File: src/rtl/serial_adder_pkg.sv
// Shared types and constants for the digit-serial adder.
package serial_adder_pkg;

    localparam int unsigned MIN_WIDTH = 2;

    typedef enum logic [1:0] {
        IDLE = 2'd0,
        RUN  = 2'd1,
        DONE = 2'd2
    } state_e;

    // Width of a counter that must hold 0..steps-1; never narrower than one bit.
    function automatic int unsigned cnt_width(input int unsigned steps);
        return (steps > 1) ? $clog2(steps) : 1;
    endfunction

endpackage

File: src/rtl/full_adder_cell.sv
// One-bit full adder: sum and majority carry, purely combinational.
module full_adder_cell (
    input  logic a,
    input  logic b,
    input  logic ci,
    output logic s,
    output logic co
);

    assign s  = a ^ b ^ ci;
    assign co = (a & b) | (a & ci) | (b & ci);

endmodule

File: src/rtl/serial_adder.sv
// Digit-serial WIDTH-bit adder, BPC bits per clock, LSB first, valid/ready on both sides.
// Optional subtract mode (sub port) enabled by defining SERIAL_ADDER_SUB_EN.
module serial_adder
    import serial_adder_pkg::*;
#(
    parameter int unsigned WIDTH = 8,
    parameter int unsigned BPC   = 1
) (
    input  logic             clk,
    input  logic             rst_n,
    input  logic             in_valid,
    output logic             in_ready,
    input  logic [WIDTH-1:0] a,
    input  logic [WIDTH-1:0] b,
    input  logic             cin,
`ifdef SERIAL_ADDER_SUB_EN
    input  logic             sub,
`endif
    output logic             out_valid,
    input  logic             out_ready,
    output logic [WIDTH-1:0] sum,
    output logic             cout,
    output logic             ovf,
    output logic             busy
);

    localparam int unsigned STEPS = (BPC == 0) ? 1 : WIDTH / BPC;
    localparam int unsigned CW    = cnt_width(STEPS);
    localparam logic [CW-1:0] LAST = CW'(STEPS - 1);

    if (BPC == 0 || WIDTH < MIN_WIDTH || (WIDTH % BPC) != 0) begin : g_bad_cfg
        $error("serial_adder: WIDTH must be >= %0d and a multiple of BPC", MIN_WIDTH);
    end

    state_e           state_q, state_d;
    logic             alive_q, alive_d;
    logic [CW-1:0]    cnt_q, cnt_d;
    logic [WIDTH-1:0] a_q, a_d;
    logic [WIDTH-1:0] b_q, b_d;
    logic             carry_q, carry_d;
    logic [WIDTH-1:0] res_q, res_d;
    logic [WIDTH-1:0] sum_q, sum_d;
    logic             cout_q, cout_d;
    logic             ovf_q, ovf_d;
    logic             out_valid_q, out_valid_d;

    logic [BPC:0]     chain_c;
    logic [BPC-1:0]   chain_s;

    assign chain_c[0] = carry_q;

    for (genvar i = 0; i < BPC; i++) begin : g_cell
        full_adder_cell u_cell (
            .a  (a_q[i]),
            .b  (b_q[i]),
            .ci (chain_c[i]),
            .s  (chain_s[i]),
            .co (chain_c[i+1])
        );
    end

    assign in_ready  = alive_q && (state_q == IDLE);
    assign busy      = (state_q != IDLE);
    assign out_valid = out_valid_q;
    assign sum       = sum_q;
    assign cout      = cout_q;
    assign ovf       = ovf_q;

    always_comb begin
        state_d     = state_q;
        alive_d     = 1'b1;
        cnt_d       = cnt_q;
        a_d         = a_q;
        b_d         = b_q;
        carry_d     = carry_q;
        res_d       = res_q;
        sum_d       = sum_q;
        cout_d      = cout_q;
        ovf_d       = ovf_q;
        out_valid_d = out_valid_q;

        unique case (state_q)
            IDLE: begin
                if (in_valid && in_ready) begin
                    a_d     = a;
                    cnt_d   = '0;
                    state_d = RUN;
`ifdef SERIAL_ADDER_SUB_EN
                    // a - b as a + ~b + 1: invert B once here, seed the carry with 1
                    b_d     = sub ? ~b : b;
                    carry_d = sub | cin;
`else
                    b_d     = b;
                    carry_d = cin;
`endif
                end
            end
            RUN: begin
                a_d     = a_q >> BPC;
                b_d     = b_q >> BPC;
                carry_d = chain_c[BPC];
                cnt_d   = cnt_q + CW'(1);
                res_d   = res_q >> BPC;
                res_d[WIDTH-1 -: BPC] = chain_s;
                if (cnt_q == LAST) begin
                    sum_d   = res_d;
                    cout_d  = chain_c[BPC];
                    ovf_d   = chain_c[BPC] ^ chain_c[BPC-1];
                    state_d = DONE;
                end
            end
            DONE: begin
                // out_valid rises one cycle after entering DONE; the result
                // is only released once it has actually been presented
                out_valid_d = 1'b1;
                if (out_valid_q && out_ready) begin
                    out_valid_d = 1'b0;
                    state_d     = IDLE;
                end
            end
            default: begin
                state_d     = IDLE;
                out_valid_d = 1'b0;
            end
        endcase
    end

    always_ff @(posedge clk or negedge rst_n) begin
        if (!rst_n) begin
            state_q     <= IDLE;
            alive_q     <= 1'b0;
            cnt_q       <= '0;
            a_q         <= '0;
            b_q         <= '0;
            carry_q     <= 1'b0;
            res_q       <= '0;
            sum_q       <= '0;
            cout_q      <= 1'b0;
            ovf_q       <= 1'b0;
            out_valid_q <= 1'b0;
        end else begin
            state_q     <= state_d;
            alive_q     <= alive_d;
            cnt_q       <= cnt_d;
            a_q         <= a_d;
            b_q         <= b_d;
            carry_q     <= carry_d;
            res_q       <= res_d;
            sum_q       <= sum_d;
            cout_q      <= cout_d;
            ovf_q       <= ovf_d;
            out_valid_q <= out_valid_d;
        end
    end

endmodule

File: config.mk
export PLATFORM = sky130hd
export DESIGN_NAME = serial_adder
export DESIGN_NICKNAME = d
export VERILOG_FILES = /design/src/rtl/serial_adder_pkg.sv /design/src/rtl/full_adder_cell.sv /design/src/rtl/serial_adder.sv
export SDC_FILE = /design/constraint.sdc
export NUM_CORES = 1
export LEC_CHECK = 0
export BUFFER_PORTS_ARGS = -buffer_cell sky130_fd_sc_hd__buf_4
export CAP_MARGIN = 20
export CORE_ASPECT_RATIO = 0.5
export CORE_MARGIN = 3
export CORE_UTILIZATION = 48
export DETAILED_ROUTE_END_ITERATION = 6
export PLACE_DENSITY = 0.75
export SYNTH_ARGS = -nofsm -noshare
export SYNTH_HDL_FRONTEND = slang
export SYNTH_SLANG_ARGS = --single-unit
File: constraint.sdc
create_clock -name clk -period 1.6 [get_ports clk]
set_input_delay 0.24 -clock clk [delete_from_list [all_inputs] [get_ports clk]]
set_output_delay 0.24 -clock clk [all_outputs]
set_load 0.02 [all_outputs]
==> results.md <==
* Net count after synthesis at roughly 170
* Setup Skew at about 0.0044 ns
* Crit path kind: flop to output port
* RD Place Congestion at about 0.7
* Fin worst setup slack at a little over 0.09 ns
* First-pass GRT wire length at around 5.1 mm
* Grt ovf at 0
* Inst Count DP at 220
* Clock share of power at 0.218
* WP data required at ~1.4 ns
* Drt total wl at 2.78 mm
* Final hold viol count at 0
* Total track usage at 0.146
* Internal power at around 0.0030 W
* Max_cap viols at 0
* Post CTS Setup Buffer Count at 0
* Clk sinks at ~40
* #FFs+latches synth at between 40 and 50
* Commonest cells after routing, fill and taps aside: dfrtp_1, buf_4, nor2_1, a21oi_1, mux2_2
* CP Max Fanout at 6
* # port buffers at 33
* Clk buf depth at 2
* Fmax at 0.663 GHz
* Power Density at ~2000 nW/um^2
* Clock root cell: clkbuf_8
* Number of setup violations in the final report at 0
* Area leader, netlist: dfrtp_1
* Critical Path Source Type: flop
* Proportion of power drawn by combinational gates at 0.382
* VDD IR max at ~0.00066 V
* Total power at about 0.0045 W
* Final non-filler cell total at ~230
* DRC Markers at 0
* Pre-antenna DRT Iters at 4
* Core Area at around 3200 sq um
* Vias per inst at about 5
* Worst-path clk slew at about 0.08 ns
* Yosys top cell area share at 0.584
* Fin crit period at about 1.5 ns
* Initial antenna violation count at 0
* Post-Syn Area at around 1800 sq um
* Worst skew pair latency at around 0.29 ns
* Largest stage delay on the critical path at approximately 0.44 ns
* RSZ-0062 raised after global routing: no
* Endpoint class of the critical path: output port
* Leak at slightly below 1 nW
* Std cell rows at 14
* Slew Viols, Final at 0
* Switching Fraction at 0.330
* Yosys cell types at 23
* Gate Count Post-Synth at between 100 and 150
* Tcrit/Tclk final at 0.943
* DR vias at about 1100
* Sequential fraction of the synthesis area at 0.584
* Post-route antenna net violation count at 0
* Share of cells above drive strength 1 at 0.354
* Vias in the first global route at ~1100
* Slew Limit Headroom at 0.663
* Slowest cell on crit path: dfrtp_2
* HPWL after DPL at 1.91 mm
* Die Ht at between 40 and 50 microns
* CTS tree: yes
* Reg power frac at 0.400
* Area contributors post-synth: dfrtp_1, mux2_2, mux2i_1
* Final net count at roughly 200
* WP data arrival at about 1.3 ns
* Drt initial violations at 36
* Setup TNS at 0 ns
* Hold/Removal Path Class: input pin to flop
* Number of buffers created by CTS at 5
* Most common cell after layout, fill and taps aside: dfrtp_1
* WL/cell at around 12 microns
* Ant. Diodes at 0
* Htree depth at 2
* Switch Pwr at 0.00147 W
* Initial Util at 0.542
* Largest net degree at the start of global routing at 42
* Status: finished, final reports clean
* Yosys warns at 0
* Avg Cell Area, Syn at between 10 and 15 sq um
* CP Cell Sequence: or2_2 > nor2_1 > buf_4
* Synth-to-Final Area Change at 25.1%
* DIE WIDTH at between 90 and 100 microns
* I/O Pins at 34
* Worst Tran Pin Value at slightly above 0.5 ns
* Total die area at roughly 4500 sq um
* Pre-CTS setup slack at ~0.088 ns
-- registers in the layout, summed over array words and instances (netlist names), 2 cells and up --
name and flops:
a_q 8, b_q 8, sum 8, res_q 7
cnt_q 3, state_q 2
-- worst max-delay path: cells and delay by family, from the launching register on --
kind          cells  cell delay, ns
flops             1            0.44
simple gates      2            0.40
buf+inv           1            0.15
-- logic make-up (layout without fill, tap and decap cells) --
family	Yosys count	after routing	synth area share
xor+xnor	1	1	0.00499
mux	31	31	0.188
flops	41	41	0.584
other cells	1	1	0.00214
compound gates	24	24	0.0713
fa+ha+maj	3	3	0.0257
buf+inv	13	50	0.0470
simple gates	30	30	0.0763
-- synth_stat cells --
cell type	n
buf_4	1
ha_1	2
nand2_1	9
o21ai_0	5
dfrtp_1	41
mux2_2	16
o21bai_1	1
mux2i_1	15
nand3b_1	2
inv_1	4
xnor2_1	1
fa_1	1
clkbuf_1	2
a21oi_1	16
nor2_1	16
or2_2	1
conb_1	1
buf_2	3
o22ai_1	2
buf_8	1
buf_6	2
and4bb_2	1
nand2b_1	1
-- power by group through the flow --
stage / combinational, W / sequential, W / clock (W)
after global routing: 0.00191 / 0.00186 / 0.00105
final: 0.00170 / 0.00178 / 0.000971
after detailed placement: 0.00172 / 0.00181 / 0
after CTS: 0.00173 / 0.00179 / 0.000996
after global placement: 0.00167 / 0.00179 / 0
after floorplan: 0.00110 / 0.00190 / 0
-- per-stage QoR --
stage | cell area, sq um | util | hold WS [ns]
2_1_floorplan | 1760 | - | -0.0556
3_3_place_gp | 2050 | 0.633 | 0.247
3_5_place_dp | 2050 | 0.633 | 0.250
4_1_cts | 2190 | 0.677 | 0.146
5_1_grt | 2200 | 0.678 | 0.144
6_report | 2200 | 0.678 | 0.154
-- layout make-up --
| type | count | area, sq um |
|---|---|---|
| tap | 48 | 60.1 |
| sequential | 41 | 1030 |
| inverter | 4 | 15.0 |
| clock inverter | 3 | 65.1 |
| multi-input combinational | 90 | 647 |
| clock buffer | 5 | 68.8 |
| fill | 260 | 1040 |
| timing repair buffer | 38 | 313 |
-- worst paths after layout --
path                                        start                endpoint  slack (ns)  cells past startpoint
max                        state_q[1]$_DFFE_PN0P_                in_ready        0.09                      3
min                                          a[7]      a_q[7]$_DFFE_PN0P_        0.15                      3
max reg2reg                  cnt_q[0]$_DFFE_PN0P_      sum[2]$_DFFE_PN0P_        0.09                      5
min reg2reg                       ovf$_DFFE_PN0P_         ovf$_DFFE_PN0P_        0.51                      2
max in group asynchronous                   rst_n  state_q[1]$_DFFE_PN0P_        0.76                      2
min in group asynchronous                   rst_n      a_q[4]$_DFFE_PN0P_        0.46                      2
-- routing by layer --
layer,track usage,share of wire,up-vias
li1,-,-,558
met1,0.190,0.47,537
met2,0.226,0.47,20
met3,0.0464,0.045,2
met4,0.0600,0.012,0
met5,0,0,-
-- what timing repair did --
item	in CTS	in global routing
hold endpoints to repair	41	0
gates resized for setup	0	1
setup endpoints to repair	0	1
hold buffers	1	0
No activity file was read; power rests on OpenSTA's default activity.
